<file path="src/rtl/mem_sys_pkg.sv">
// ---------------------------------------------------------------------------
// mem_sys_pkg
// Shared definitions for the main-memory port arbiter:
//   - state_e     : arbiter FSM encoding (IDLE / ISSUE / WAIT)
//   - DEF_ADDR_W  : default address width
//   - DEF_DATA_W  : default data width
//   - gnt_idx_w() : width of a grant index for a given number of ports
// ---------------------------------------------------------------------------
package mem_sys_pkg;

    typedef enum logic [1:0] {
        IDLE  = 2'd0,
        ISSUE = 2'd1,
        WAIT  = 2'd2
    } state_e;

    localparam int DEF_ADDR_W = 32;
    localparam int DEF_DATA_W = 32;

    // clog2 of the port count, never narrower than one bit.
    function automatic int gnt_idx_w(input int n);
        return (n > 1) ? $clog2(n) : 1;
    endfunction

endpackage

</file>
<file path="src/rtl/arb_pick.sv">
// ---------------------------------------------------------------------------
// arb_pick
// Purely combinational winner selection among eligible requestors.
//   eligible_i  : per-port eligibility vector
//   ptr_i       : round-robin search start (ignored for fixed priority)
//   grant_o     : one-hot grant, all zero when nothing is eligible
//   grant_idx_o : binary index of the granted port
// Build option: ARB_RR_EN selects round-robin search starting at ptr_i;
// without it the lowest eligible index wins.
// ---------------------------------------------------------------------------
module arb_pick
    import mem_sys_pkg::*;
#(
    parameter int NUM_PORTS = 2,
    parameter int IDX_W     = gnt_idx_w(NUM_PORTS)
) (
    input  logic [NUM_PORTS-1:0] eligible_i,
    input  logic [IDX_W-1:0]     ptr_i,
    output logic [NUM_PORTS-1:0] grant_o,
    output logic [IDX_W-1:0]     grant_idx_o
);

`ifdef ARB_RR_EN
    // Walk the ports starting at ptr_i, wrapping at NUM_PORTS-1; the first
    // eligible port found wins.
    always_comb begin
        int   cand;
        logic found;
        grant_o     = '0;
        grant_idx_o = '0;
        found       = 1'b0;
        cand        = 0;
        for (int k = 0; k < NUM_PORTS; k++) begin
            cand = (int'(ptr_i) + k) % NUM_PORTS;
            if (!found && eligible_i[cand]) begin
                found         = 1'b1;
                grant_o[cand] = 1'b1;
                grant_idx_o   = IDX_W'(cand);
            end
        end
    end
`else
    logic unused_ptr;
    assign unused_ptr = ^ptr_i;

    // Scan from the top down so the lowest eligible index overwrites last.
    always_comb begin
        grant_o     = '0;
        grant_idx_o = '0;
        for (int k = NUM_PORTS - 1; k >= 0; k--) begin
            if (eligible_i[k]) begin
                grant_o     = '0;
                grant_o[k]  = 1'b1;
                grant_idx_o = IDX_W'(k);
            end
        end
    end
`endif

endmodule

</file>
<file path="src/rtl/mem_port_arbiter.sv">
// ---------------------------------------------------------------------------
// mem_port_arbiter
// Arbitrates NUM_PORTS requestors (0 = data, 1 = instruction, others spare)
// onto a single main-memory port with one transaction outstanding. Each port
// owns a one-entry response slot with valid/ready; flush[i] squashes port i's
// slot and any in-flight read belonging to it.
// Ports:
//   clk, rst              : clock, asynchronous active-low reset
//   req_valid/ready/we    : per-port request handshake and direction
//   req_addr/req_wdata    : packed per-port command fields
//   rsp_valid/ready/data  : per-port response slot
//   flush                 : per-port squash
//   mem_req/we/addr/wdata : command to memory, held until mem_ack
//   mem_ack               : memory accepted the command
//   mem_rvalid/mem_rdata  : transaction completion / read data
// Build option: define ARB_RR_EN for round-robin arbitration (default is
// fixed priority, lowest index first).
// ---------------------------------------------------------------------------
module mem_port_arbiter
    import mem_sys_pkg::*;
#(
    parameter int NUM_PORTS = 2,
    parameter int ADDR_W    = DEF_ADDR_W,
    parameter int DATA_W    = DEF_DATA_W
) (
    input  logic                        clk,
    input  logic                        rst,
    input  logic [NUM_PORTS-1:0]        req_valid,
    output logic [NUM_PORTS-1:0]        req_ready,
    input  logic [NUM_PORTS-1:0]        req_we,
    input  logic [NUM_PORTS*ADDR_W-1:0] req_addr,
    input  logic [NUM_PORTS*DATA_W-1:0] req_wdata,
    output logic [NUM_PORTS-1:0]        rsp_valid,
    input  logic [NUM_PORTS-1:0]        rsp_ready,
    output logic [NUM_PORTS*DATA_W-1:0] rsp_data,
    input  logic [NUM_PORTS-1:0]        flush,
    output logic                        mem_req,
    output logic                        mem_we,
    output logic [ADDR_W-1:0]           mem_addr,
    output logic [DATA_W-1:0]           mem_wdata,
    input  logic                        mem_ack,
    input  logic                        mem_rvalid,
    input  logic [DATA_W-1:0]           mem_rdata
);

    localparam int IDX_W = gnt_idx_w(NUM_PORTS);

    state_e             state_q, state_d;
    logic               cmd_we_q, cmd_we_d;
    logic [ADDR_W-1:0]  cmd_addr_q, cmd_addr_d;
    logic [DATA_W-1:0]  cmd_wdata_q, cmd_wdata_d;
    logic [IDX_W-1:0]   gnt_idx_q, gnt_idx_d;
    logic               drop_q, drop_d;

    logic [NUM_PORTS-1:0] eligible;
    logic [NUM_PORTS-1:0] grant;
    logic [IDX_W-1:0]     pick_idx;
    logic [IDX_W-1:0]     rr_ptr;
    logic                 accept;
    logic                 capture;

    logic [ADDR_W-1:0] req_addr_arr  [NUM_PORTS];
    logic [DATA_W-1:0] req_wdata_arr [NUM_PORTS];

    // A port may only win if its slot is empty or being drained this cycle,
    // so a captured response can never overwrite an unconsumed one.
    assign eligible = req_valid & (~rsp_valid | rsp_ready);

    arb_pick #(
        .NUM_PORTS (NUM_PORTS),
        .IDX_W     (IDX_W)
    ) u_pick (
        .eligible_i  (eligible),
        .ptr_i       (rr_ptr),
        .grant_o     (grant),
        .grant_idx_o (pick_idx)
    );

    assign accept = |req_ready;

    // Read data lands in the granted slot only when nothing squashed it,
    // including a flush arriving in the completion cycle itself.
    assign capture = (state_q == WAIT) && mem_rvalid && !cmd_we_q &&
                     !drop_q && !flush[gnt_idx_q];

`ifdef ARB_RR_EN
    logic [IDX_W-1:0] rr_ptr_q, rr_ptr_d;

    // Pointer holds the next search start: one past the last winner.
    always_comb begin
        rr_ptr_d = rr_ptr_q;
        if (accept) begin
            rr_ptr_d = (pick_idx == IDX_W'(NUM_PORTS - 1)) ? '0 : pick_idx + IDX_W'(1);
        end
    end

    always_ff @(posedge clk or negedge rst) begin
        if (!rst) begin
            rr_ptr_q <= '0;
        end else begin
            rr_ptr_q <= rr_ptr_d;
        end
    end

    assign rr_ptr = rr_ptr_q;
`else
    assign rr_ptr = '0;
`endif

    // FSM: state register
    always_ff @(posedge clk or negedge rst) begin
        if (!rst) begin
            state_q <= IDLE;
        end else begin
            state_q <= state_d;
        end
    end

    // FSM: next state and command capture
    always_comb begin
        state_d     = state_q;
        cmd_we_d    = cmd_we_q;
        cmd_addr_d  = cmd_addr_q;
        cmd_wdata_d = cmd_wdata_q;
        gnt_idx_d   = gnt_idx_q;
        drop_d      = drop_q;
        case (state_q)
            IDLE: begin
                if (accept) begin
                    state_d     = ISSUE;
                    cmd_we_d    = req_we[pick_idx];
                    cmd_addr_d  = req_addr_arr[pick_idx];
                    cmd_wdata_d = req_wdata_arr[pick_idx];
                    gnt_idx_d   = pick_idx;
                    // A flush coinciding with the new request belongs to the
                    // old context, so the fresh transaction starts clean.
                    drop_d      = 1'b0;
                end
            end
            ISSUE: begin
                if (flush[gnt_idx_q]) begin
                    drop_d = 1'b1;
                end
                if (mem_ack) begin
                    state_d = WAIT;
                end
            end
            WAIT: begin
                if (flush[gnt_idx_q]) begin
                    drop_d = 1'b1;
                end
                if (mem_rvalid) begin
                    state_d = IDLE;
                end
            end
            default: state_d = IDLE;
        endcase
    end

    always_ff @(posedge clk or negedge rst) begin
        if (!rst) begin
            cmd_we_q    <= 1'b0;
            cmd_addr_q  <= '0;
            cmd_wdata_q <= '0;
            gnt_idx_q   <= '0;
            drop_q      <= 1'b0;
        end else begin
            cmd_we_q    <= cmd_we_d;
            cmd_addr_q  <= cmd_addr_d;
            cmd_wdata_q <= cmd_wdata_d;
            gnt_idx_q   <= gnt_idx_d;
            drop_q      <= drop_d;
        end
    end

    // FSM: outputs. req_ready is also gated by rst so that every output reads
    // zero while reset is held, even with requests pending.
    always_comb begin
        req_ready = '0;
        mem_req   = 1'b0;
        mem_we    = 1'b0;
        mem_addr  = '0;
        mem_wdata = '0;
        if (rst && (state_q == IDLE)) begin
            req_ready = grant;
        end
        if (state_q == ISSUE) begin
            mem_req   = 1'b1;
            mem_we    = cmd_we_q;
            mem_addr  = cmd_addr_q;
            mem_wdata = cmd_wdata_q;
        end
    end

    // Per-port request unpacking and response slots.
    for (genvar gi = 0; gi < NUM_PORTS; gi++) begin : g_port
        logic              valid_q, valid_d;
        logic [DATA_W-1:0] data_q, data_d;

        assign req_addr_arr[gi]  = req_addr[gi*ADDR_W +: ADDR_W];
        assign req_wdata_arr[gi] = req_wdata[gi*DATA_W +: DATA_W];

        // Capture wins over a same-cycle drain, leaving the slot full with
        // the new data; flush empties the slot otherwise.
        always_comb begin
            valid_d = valid_q;
            data_d  = data_q;
            if (capture && (gnt_idx_q == IDX_W'(gi))) begin
                valid_d = 1'b1;
                data_d  = mem_rdata;
            end else if (flush[gi]) begin
                valid_d = 1'b0;
            end else if (valid_q && rsp_ready[gi]) begin
                valid_d = 1'b0;
            end
        end

        always_ff @(posedge clk or negedge rst) begin
            if (!rst) begin
                valid_q <= 1'b0;
                data_q  <= '0;
            end else begin
                valid_q <= valid_d;
                data_q  <= data_d;
            end
        end

        assign rsp_valid[gi]                 = valid_q;
        assign rsp_data[gi*DATA_W +: DATA_W] = data_q;
    end

endmodule

</file>
<file path="config.mk">
export PLATFORM = sky130hd
export DESIGN_NAME = mem_port_arbiter
export DESIGN_NICKNAME = d
export VERILOG_FILES = /design/src/rtl/mem_sys_pkg.sv /design/src/rtl/arb_pick.sv /design/src/rtl/mem_port_arbiter.sv
export SDC_FILE = /design/constraint.sdc
export NUM_CORES = 1
export LEC_CHECK = 0
export ABC_AREA = 0
export BUFFER_PORTS_ARGS = -buffer_cell sky130_fd_sc_hd__buf_2
export CAP_MARGIN = 10
export CORE_AREA = 2 2 118 120
export DETAILED_ROUTE_END_ITERATION = 7
export DIE_AREA = 0 0 120 122
export HOLD_SLACK_MARGIN = 0.02
export PLACE_DENSITY = 0.79
export SLEW_MARGIN = 20
export SYNTH_ARGS = -nofsm -noshare
export SYNTH_HDL_FRONTEND = slang
export SYNTH_SLANG_ARGS = --single-unit
</file>
<file path="constraint.sdc">
create_clock -name clk -period 2.7 [get_ports clk]
set_input_delay 0.54 -clock clk [delete_from_list [all_inputs] [get_ports clk]]
set_output_delay 0.54 -clock clk [all_outputs]
set_load 0.01 [all_outputs]
</file>
==> summary.md <==
| Metric | Value |
|---|---|
| Post-route ant nets | `0` |
| Crit-path max FO | `40` |
| Detailed Place HPWL | `12000 um` |
| Internal power | `6.15 mW` |
| Peak supply drop | `0.000693 V` |
| # rows | `43` |
| Post-CTS Setup Inserts | `0` |
| Asr flop ratio synth | `100%` |
| Setup TNS | `0 ns` |
| Syn-to-layout area delta | `37.9%` |
| RSZ-0062 raised after global routing | `false` |
| Vias post-DR | `5099` |
| Met3 WL post-DR | `1470 um` |
| Initial Util | `44.5%` |
| Routability cong. | `0.768` |
| Syn Nets | `651` |
| Tmin final | `2.32 ns` |
| Most common cell in the synthesized netlist | `dfrtp_1` |
| Largest net degree at the start of global routing | `84` |
| Inserted Diodes | `0` |
| H-tree levels | `4` |
| Clk slew on worst S/H paths | `0.06 ns` |
| Port buffer count | `305` |
| Clock Sinks | `135` |
| Die area | `14600 um2` |
| Net Sw Power | `3.06 mW` |
| Final Cycle Share | `85.8%` |
| Yosys top cell area share | `56.3%` |
| Wirelength per Cell | `17.4 um` |
| CP Capture Type | `primary output` |
| Remaining DRCs | `0` |
| Number of flops mapped to enable cells by yosys | `0` |
| TritonRoute pass-1 iters | `4` |
| Largest family of logic cells by synthesized area | `compound AO/OA/AOI/OAI gates` |
| Leakage | `4.35 nW` |
| Synthesis Warnings | `0` |
| DR vias/cell | `5.32` |
| Overall power | `9.21 mW` |
| Final Hold Viols | `0` |
| Nets@finish | `942` |
| Setup crit start kind | `flip-flop` |
| XOR/XNOR Fraction of Synth Area | `0%` |
| Share of post-route cells with drive strength above 1 | `54.0%` |
| Hold Slack | `0.261 ns` |
| CTS Buf Count | `17` |
| Slew margin rel. | `51.7%` |
| Synth Area in Compound Gates | `17.3%` |
| Mean Syn Cell Area | `12.6 um2` |
| Crit path arrival time | `1.78 ns` |
| Synth Instances | `475` |
| Final slew viol count | `0` |
| Max-Cap Viols | `0` |
| Worst Skew | `0.00677 ns` |
| Ranking of synthesized cells by area | `dfrtp_1 56%, mux2_2 13%, a2bb2oi_1 9.5%, and2_1 7.0%, o22ai_1 6.8%` |
| Core ar. | `13500 um2` |
| Pwr/cell area | `1110 nW/um2` |
| Area leader, netlist | `dfrtp_1` |
| Met1 Routed Length | `6530 um` |
| Worst min path class | `in -> async` |
| Clock power frac | `25.6%` |
| Clock Latency Late Sink | `0.42 ns` |
| Sequential share of power | `36.4%` |
| Initial DRC Count | `177` |
| CTS max path bufs | `2` |
| Number of cells upsized or downsized after cts | `0` |
| Sequential fraction of the synthesis area | `56.3%` |
| Hold Buf Count CTS | `0` |
| Root Driver | `clkbuf_16` |
| Most frequent cells after synthesis | `135 x dfrtp_1, 67 x and2_1, 67 x mux2_2, 65 x a2bb2oi_1, 65 x o22ai_1` |
| WS Path Type | `reg -> out` |
| Initial antenna violation count | `0` |
| FF+latch count, synth | `135` |
| Vias in the first global route | `5224` |
| Gate power share | `38.1%` |
| First-pass GRT wire length | `25900 um` |
| CTS tree | `yes` |
| Sw Share | `33.2%` |
| Fmax | `0.432 GHz` |
| Met2 WL | `8330 um` |
| Synthesized cell area | `6000 um2` |
| GRT overflow | `0` |
| Status | `finished clean` |
| Die H | `122 um` |
| Final wirelength | `16700 um` |
| Cell variety after synth | `25` |
| Gr usage total | `22.8%` |
| Setup-failing EPs final | `0` |
| Top_reg_cell synth | `dfrtp_1` |
| Final Util | `61.3%` |
| Die W | `120 um` |
| Proportion of synthesized area in mux cells | `12.7%` |
| Synth Area in Simple Gates | `8.50%` |
| # IOs | `306` |
| Slew at the pin closest to its max-slew limit | `0.725 ns` |
| Synthesized-area fraction occupied by adder cells | `0.834%` |
| CP required | `2.16 ns` |
| Max layer used | `met4` |
final timing paths:
check / start / endpoint / slack [ns] / cells past startpoint
worst min register to register: g_port[0].data_q[16] / g_port[0].data_q[16] / 0.50 / 1
max in group asynchronous: rst / cmd_wdata_q[13] / 1.93 / 2
worst max register to register: state_q[0] / g_port[0].data_q[22] / 0.74 / 4
min in group clk: flush[0] / g_port[0].valid_q / 0.35 / 2
worst max-delay path: state_q[1] / mem_wdata[19] / 0.38 / 5
worst min-delay path: rst / cmd_we_q / 0.26 / 2
registers in the layout (all words and copies together) (netlist names):
signal / cells
cmd_addr_q: 32
cmd_we_q: 1
gnt_idx_q: 1
g_port.valid_q: 2
state_q: 2
drop_q: 1
g_port.data_q: 64
cmd_wdata_q: 32
layout make-up:
class	count	area, um2
clock inverters	13	169
inverters	5	18.8
clock buffers	19	443
well taps	180	225
repair buffers	315	1650
multi-input cells	292	2400
flip-flops and latches	135	3380
fillers	1068	5220
critical path, stage by stage (launching register included):
cell and delay (ns):
dfrtp_1 0.39, inv_1 0.11, ha_2 0.19, buf_4 0.28, and2_1 0.21, buf_2 0.15
cells by family after synthesis:
| logic type | count (synthesis) |
|---|---|
| AOI/OAI and AO/OA | 139 |
| and+or+nand+nor | 81 |
| adders and majority gates | 4 |
| muxes | 68 |
| DFF | 135 |
| buffers and inverters | 48 |
layout by cell type, fill, tap and decap left out, types with 4 or more instances in the layout:
master	netlist	routed
nor2_1	4	4
and2_1	67	66
clkbuf_16	0	17
clkinvlp_4	0	4
mux2_2	67	67
inv_1	5	5
o22ai_1	65	65
buf_2	10	304
buf_4	9	6
dfrtp_1	135	135
a2bb2oi_1	65	65
stage by stage:
stage          instances  cell area, um2  setup slack [ns]
6_report             959            8280             0.384
5_1_grt              959            8280             0.262
4_1_cts              959            8260             0.316
3_5_place_dp         927            7650             0.219
3_3_place_gp         927            7650             0.298
2_1_floorplan        475            6000             0.663
power by group through the flow:
stage                     Sequential, mW  Clock (mW)  Combinational [mW]
after floorplan                     3.43           0                1.96
after global placement              3.31           0                3.44
after detailed placement            3.35           0                3.52
after CTS                           3.34        2.40                3.54
after global routing                3.45        2.49                3.82
final                               3.35        2.35                3.51
per-layer routing:
metal / up-vias / global-route usage (%)
li1: 2352 / -
met1: 2501 / 26.7
met4: 0 / 8.60
met5: - / 0
met2: 216 / 39.2
met3: 30 / 7.44
Power figures use the tool's default switching activity.
